## src/rtl/instr_sequencer.sv

```systemverilog
// Fetch/decode/execute controller for the 8-bit accumulator processor.
// Owns the PC, fetches instruction words over req/ack and issues one-cycle enables.
module instr_sequencer #(
  parameter int         ADDR_W    = 5,
  parameter logic [3:0] HALT_CODE = 4'hF
) (
  input  logic              clk,
  input  logic              rst,
  input  logic              run,
  output logic              mem_req,
  output logic [ADDR_W-1:0] mem_addr,
  input  logic              mem_ack,
  input  logic [15:0]       mem_rdata,
  input  logic              flag_z,
  output logic [3:0]        instr_code,
  output logic [7:0]        imm_data,
  output logic              load_en,
  output logic              store_en,
  output logic              R0_ce,
  output logic              R1_ce,
  output logic              R0_oe,
  output logic              R1_oe,
  output logic              alu_en,
  output logic [ADDR_W-1:0] pc,
  output logic              busy,
  output logic              halted,
  output logic              err
);

  // state  | meaning
  // IDLE   | after reset, waiting for run
  // FETCH  | mem_req high at pc until mem_ack
  // DECODE | instruction register drives code/data/read selects
  // EXEC   | one action pulse, pc update
  // HALT   | stopped; run restarts from address 0
  typedef enum logic [2:0] {
    S_IDLE   = 3'd0,
    S_FETCH  = 3'd1,
    S_DECODE = 3'd2,
    S_EXEC   = 3'd3,
    S_HALT   = 3'd4
  } state_t;

  localparam logic [3:0] C_LOAD  = 4'hA;
  localparam logic [3:0] C_STORE = 4'hB;
  localparam logic [3:0] C_NOP   = 4'hC;
  localparam logic [3:0] C_JMP   = 4'hD;
  localparam logic [3:0] C_JZ    = 4'hE;

  state_t            r_state;
  state_t            w_state_nxt;
  logic [ADDR_W-1:0] r_pc;
  logic [ADDR_W-1:0] w_pc_nxt;
  logic [15:0]       r_ir;
  logic [15:0]       w_ir_nxt;
  logic              r_err;
  logic              w_err_nxt;

  logic [3:0]        w_code;
  logic [1:0]        w_sel;
  logic [ADDR_W-1:0] w_target;
  logic [ADDR_W-1:0] w_pc_inc;
  logic              w_unused;

  assign w_code   = r_ir[11:8];
  assign w_sel    = r_ir[13:12];
  assign w_target = r_ir[ADDR_W-1:0];
  assign w_pc_inc = r_pc + ADDR_W'(1);
  // Word bits [15:14] carry no meaning for this controller.
  assign w_unused = ^r_ir[15:14];

  always_ff @(posedge clk) begin
    if (rst) begin
      r_state <= S_IDLE;
      r_pc    <= '0;
      r_ir    <= '0;
      r_err   <= 1'b0;
    end else begin
      r_state <= w_state_nxt;
      r_pc    <= w_pc_nxt;
      r_ir    <= w_ir_nxt;
      r_err   <= w_err_nxt;
    end
  end

  always_comb begin
    w_state_nxt = r_state;
    w_pc_nxt    = r_pc;
    w_ir_nxt    = r_ir;
    w_err_nxt   = r_err;
    load_en     = 1'b0;
    store_en    = 1'b0;
    R0_ce       = 1'b0;
    R1_ce       = 1'b0;
    alu_en      = 1'b0;

    case (r_state)
      S_IDLE: begin
        if (run) w_state_nxt = S_FETCH;
      end
      S_FETCH: begin
        if (mem_ack) begin
          w_ir_nxt    = mem_rdata;
          w_state_nxt = S_DECODE;
        end
      end
      S_DECODE: begin
        w_state_nxt = S_EXEC;
      end
      S_EXEC: begin
        w_state_nxt = S_FETCH;
        w_pc_nxt    = w_pc_inc;
        // HALT_CODE is tested first so it wins even if it aliases another code.
        if (w_code == HALT_CODE) begin
          w_state_nxt = S_HALT;
          w_pc_nxt    = r_pc;
        end else begin
          case (w_code)
            C_LOAD:  load_en = 1'b1;
            C_STORE: begin
              case (w_sel)
                2'b01: begin
                  store_en = 1'b1;
                  R0_ce    = 1'b1;
                end
                2'b10: begin
                  store_en = 1'b1;
                  R1_ce    = 1'b1;
                end
                default: w_err_nxt = 1'b1;
              endcase
            end
            C_NOP:   ;
            C_JMP:   w_pc_nxt = w_target;
            C_JZ:    if (flag_z) w_pc_nxt = w_target;
            default: alu_en = 1'b1;
          endcase
        end
      end
      S_HALT: begin
        if (run) begin
          w_pc_nxt    = '0;
          w_state_nxt = S_FETCH;
        end
      end
      default: w_state_nxt = S_IDLE;
    endcase
  end

  assign mem_req    = (r_state == S_FETCH);
  assign mem_addr   = r_pc;
  assign pc         = r_pc;
  assign instr_code = w_code;
  assign imm_data   = r_ir[7:0];
  assign R0_oe      = ((r_state == S_DECODE) || (r_state == S_EXEC)) && r_ir[12];
  assign R1_oe      = ((r_state == S_DECODE) || (r_state == S_EXEC)) && r_ir[13];
  assign busy       = (r_state == S_FETCH) || (r_state == S_DECODE) || (r_state == S_EXEC);
  assign halted     = (r_state == S_HALT);
  assign err        = r_err;

endmodule

```

## config.mk

```make
export PLATFORM = sky130hd
export DESIGN_NAME = instr_sequencer
export DESIGN_NICKNAME = d
export VERILOG_FILES = /design/src/rtl/instr_sequencer.sv
export SDC_FILE = /design/constraint.sdc
export NUM_CORES = 1
export LEC_CHECK = 0
export ABC_AREA = 1
export CORE_MARGIN = 8
export CORE_UTILIZATION = 39
export CTS_BUF_LIST = sky130_fd_sc_hd__clkbuf_8 sky130_fd_sc_hd__clkbuf_16
export CTS_CLUSTER_DIAMETER = 60
export DETAILED_ROUTE_END_ITERATION = 8
export GPL_TIMING_DRIVEN = 0
export PLACE_DENSITY_LB_ADDON = 0.15
export SLEW_MARGIN = 20
export SYNTH_ARGS = -nofsm -noshare
export SYNTH_HDL_FRONTEND = slang
export SYNTH_SLANG_ARGS = --single-unit
```

## constraint.sdc

```tcl
create_clock -name clk -period 1.1 [get_ports clk]
set_input_delay 0.275 -clock clk [delete_from_list [all_inputs] [get_ports clk]]
set_output_delay 0.275 -clock clk [all_outputs]
set_load 0.02 [all_outputs]
```

==> flow_summary.yaml <==
sta:
  skew_ns: 0.003318
  layout_worst_path_cycle_share: 1.349
  slew-limit-headroom: 0.8065
  slew_viol_final: 0
  unrepaired_setup_endpoints_after_global_routing: "yes"
  hold_violations: 0
  max_freq_mhz: 674.1
  timing.final.crit_period_ns: 1.483
  final.setup.worst_slack_ns: -0.3834
  timing.final.setup_violations: 40
  worstMarginPinSlew_ns: 0.2891
die:
  fp.dieArea_um2: 5605
  floorplan.initialDensity: 0.4049
  die_h_um: 74.87
  core.rowCount: 21
  floorplan.die.width_um: 74.87
  boundary_pins: 54
  floorplan.core_area_um2: 3337
setup_path:
  worst_r2r_path_depth: 9
  cp_data_arrival_time_ns: 1.21
  endpoint_kind: "primary output"
  worst-setup-path-type: "reg2out"
  crit_path_start_kind: "flop"
  worstPathMaxFanout: 4
  cp.required_ns: 0.82
detailed_routing:
  detailedRoute.firstPassIterationCount: 4
  drt_iter0_markers: 57
  route.vias.total: 1450
  wl_mm: 4.042
  routedWlPerCell_um: 13.30
  via_per_inst: 4.770
  drt_drc_violations_left: 0
  route.antenna.remaining_nets: 0
clocking:
  worst_skew_pair.late_latency_ns: 0.27
  clock-sinks: 23
  cts_made_buffers: 3
  clock_buffer_depth: 2
  cts_tree: "done"
  cts_root_buffer: "clkbuf_8"
  cts_h_tree_lvls: 1
  clock_transition_at_the_registers_of_the_reported_paths_ns: 0.08
finish:
  final_layout_size_suffix_gt1_frac: 0.5543
  layout_common_cells: "buf_6 (39), buf_4 (23), inv_1 (18), clkdlybuf4s50_1 (17), nand2_1 (16)"
  layout.cells.most_common: "buf_6"
  diodes: 0
  fin_area_um2: 2361
  total_number_of_nets_in_the_final_design: 283
  syn_to_final_growth_pct: 74.72
global_route:
  grt_start_max_net_pins: 13
  antenna_found_initial: 0
  first_global_vias: 1497
  total_grt_usage: 0.1434
  first_pass_grt_wire_length_mm: 6.368
  globalRouteOverflowTotal: 0
synthesis:
  synth.yosys.seq_area_share: 0.3407
  yosysUniqueCellTypes: 28
  mappedNetlistArea_um2: 1351
  synthesis.area_per_instance_um2: 7.150
  synth_enable_flop_cells: 0
  synthesized_instance_count: 189
  synth.yosys.warnings: 0
  synth.ff_latch_count: 23
  synth_fp_nets: 213
  synth-async-reset-ratio: 0
  synth_top_flop_cell: "dfxtp_1"
outcome:
  violations: "setup timing"
  outcome: "complete, but fails checks"
power:
  power_per_cell_area_nw_per_um2: 944.8
  power.static_leakage_nw: 1.020
  total_power_mw: 2.231
  power.ir.vdd_worst_mv: 0.8016
placement:
  place_area_um2: 2002
  gp_routability_congestion: 0.8684
  detailedPlacementHpwl_mm: 2.716
  port_buffers: 50
  pre_cts_slack_ns: -0.7028
job:
  cap_viol_max_count: 0
worst_hold_path:
  hold-path-cell-count: 2
  hold_path.class: "in2reg"
cells by family (layout without fill, tap and decap cells):
| family | count (synthesis) | in the layout | share of synthesized area |
|---|---|---|---|
| simple gates | 77 | 77 | 0.2722 |
| flops | 23 | 23 | 0.3407 |
| xor+xnor | 1 | 1 | 0.006483 |
| compound gates | 38 | 38 | 0.1565 |
| buf+inv | 47 | 116 | 0.1963 |
| fa+ha+maj | 3 | 3 | 0.02778 |
sequential cells by signal, indices dropped and copies added (netlist names):
register  count
err           1
mem_addr      5
r_ir         14
r_state       3
synth_stat cells (2+ instances only):
cell type  number  area share
inv_1          22       0.061
ha_1            3       0.028
nor2_2          2      0.0093
nand2_1        20       0.056
inv_2           3      0.0083
nand4_1         4       0.019
nand3_1        17       0.063
o21ai_1         5       0.019
a21oi_1        18       0.067
nand2_2         6       0.028
nand3_2         2       0.015
buf_4          18        0.10
nor2_1         22       0.061
dfxtp_1        23        0.34
buf_6           2       0.017
o21ai_0        10       0.037
layout make-up:
| cell class | instances | area [µm²] |
|---|---|---|
| plain buffers | 15 | 162.7 |
| clock buffers | 3 | 41.29 |
| clock inverters | 1 | 3.754 |
| fillers | 289 | 975.9 |
| inverters | 26 | 107.6 |
| multi-input cells | 119 | 819.5 |
| flip-flops and latches | 23 | 508.0 |
| well taps | 46 | 57.56 |
| repair buffers | 71 | 660.6 |
power breakdown:
part	total [mW]	leakage, nW	internal [mW]	switching, mW
clock network	0.515	0.0269	0.250	0.266
registers	0.952	0.199	0.893	0.0598
logic	0.763	0.793	0.379	0.384
total	2.23	1.02	1.52	0.710
critical path, cell delays in order, from the launching register on:
cell	delay, ns
dfxtp_2	0.35
nand2_2	0.07
nor2_4	0.15
nand3_4	0.14
nor2_4	0.11
buf_6	0.12
metrics by stage:
stage	setup TNS [ns]	utilization	std cells	hold WS, ns
2_1_floorplan	-0.9923	-	189	0.4206
3_3_place_gp	-15.46	0.5999	285	0.4578
3_5_place_dp	-15.97	0.5999	285	0.4647
4_1_cts	-6.877	0.6760	300	0.1824
5_1_grt	-10.38	0.7075	304	0.1939
6_report	-7.534	0.7075	304	0.1922
repair_timing:
action	in CTS	in global routing
hold endpoints to repair	0	0
pin swaps	8	5
setup endpoints to repair	54	46
hold buffers	0	0
setup buffers	16	6
resized for setup	222	25
metal layers:
| metal | routed length, µm | GRT usage | up-vias |
|---|---|---|---|
| li1 | - | - | 748 |
| met1 | 1670 | 0.1583 | 663 |
| met2 | 2074 | 0.2610 | 34 |
| met3 | 269 | 0.04527 | 5 |
| met4 | 28 | 0.02609 | 0 |
| met5 | 0 | 0 | - |
final timing paths:
path,endpoint,slack (ns),startpoint
setup / recovery,store_en,-0.38,r_state[1]
hold / removal,mem_addr[2],0.19,rst
setup reg to reg,r_ir[12],-0.23,r_state[0]
hold reg to reg,err,0.48,err
Power figures use the tool's default switching activity.
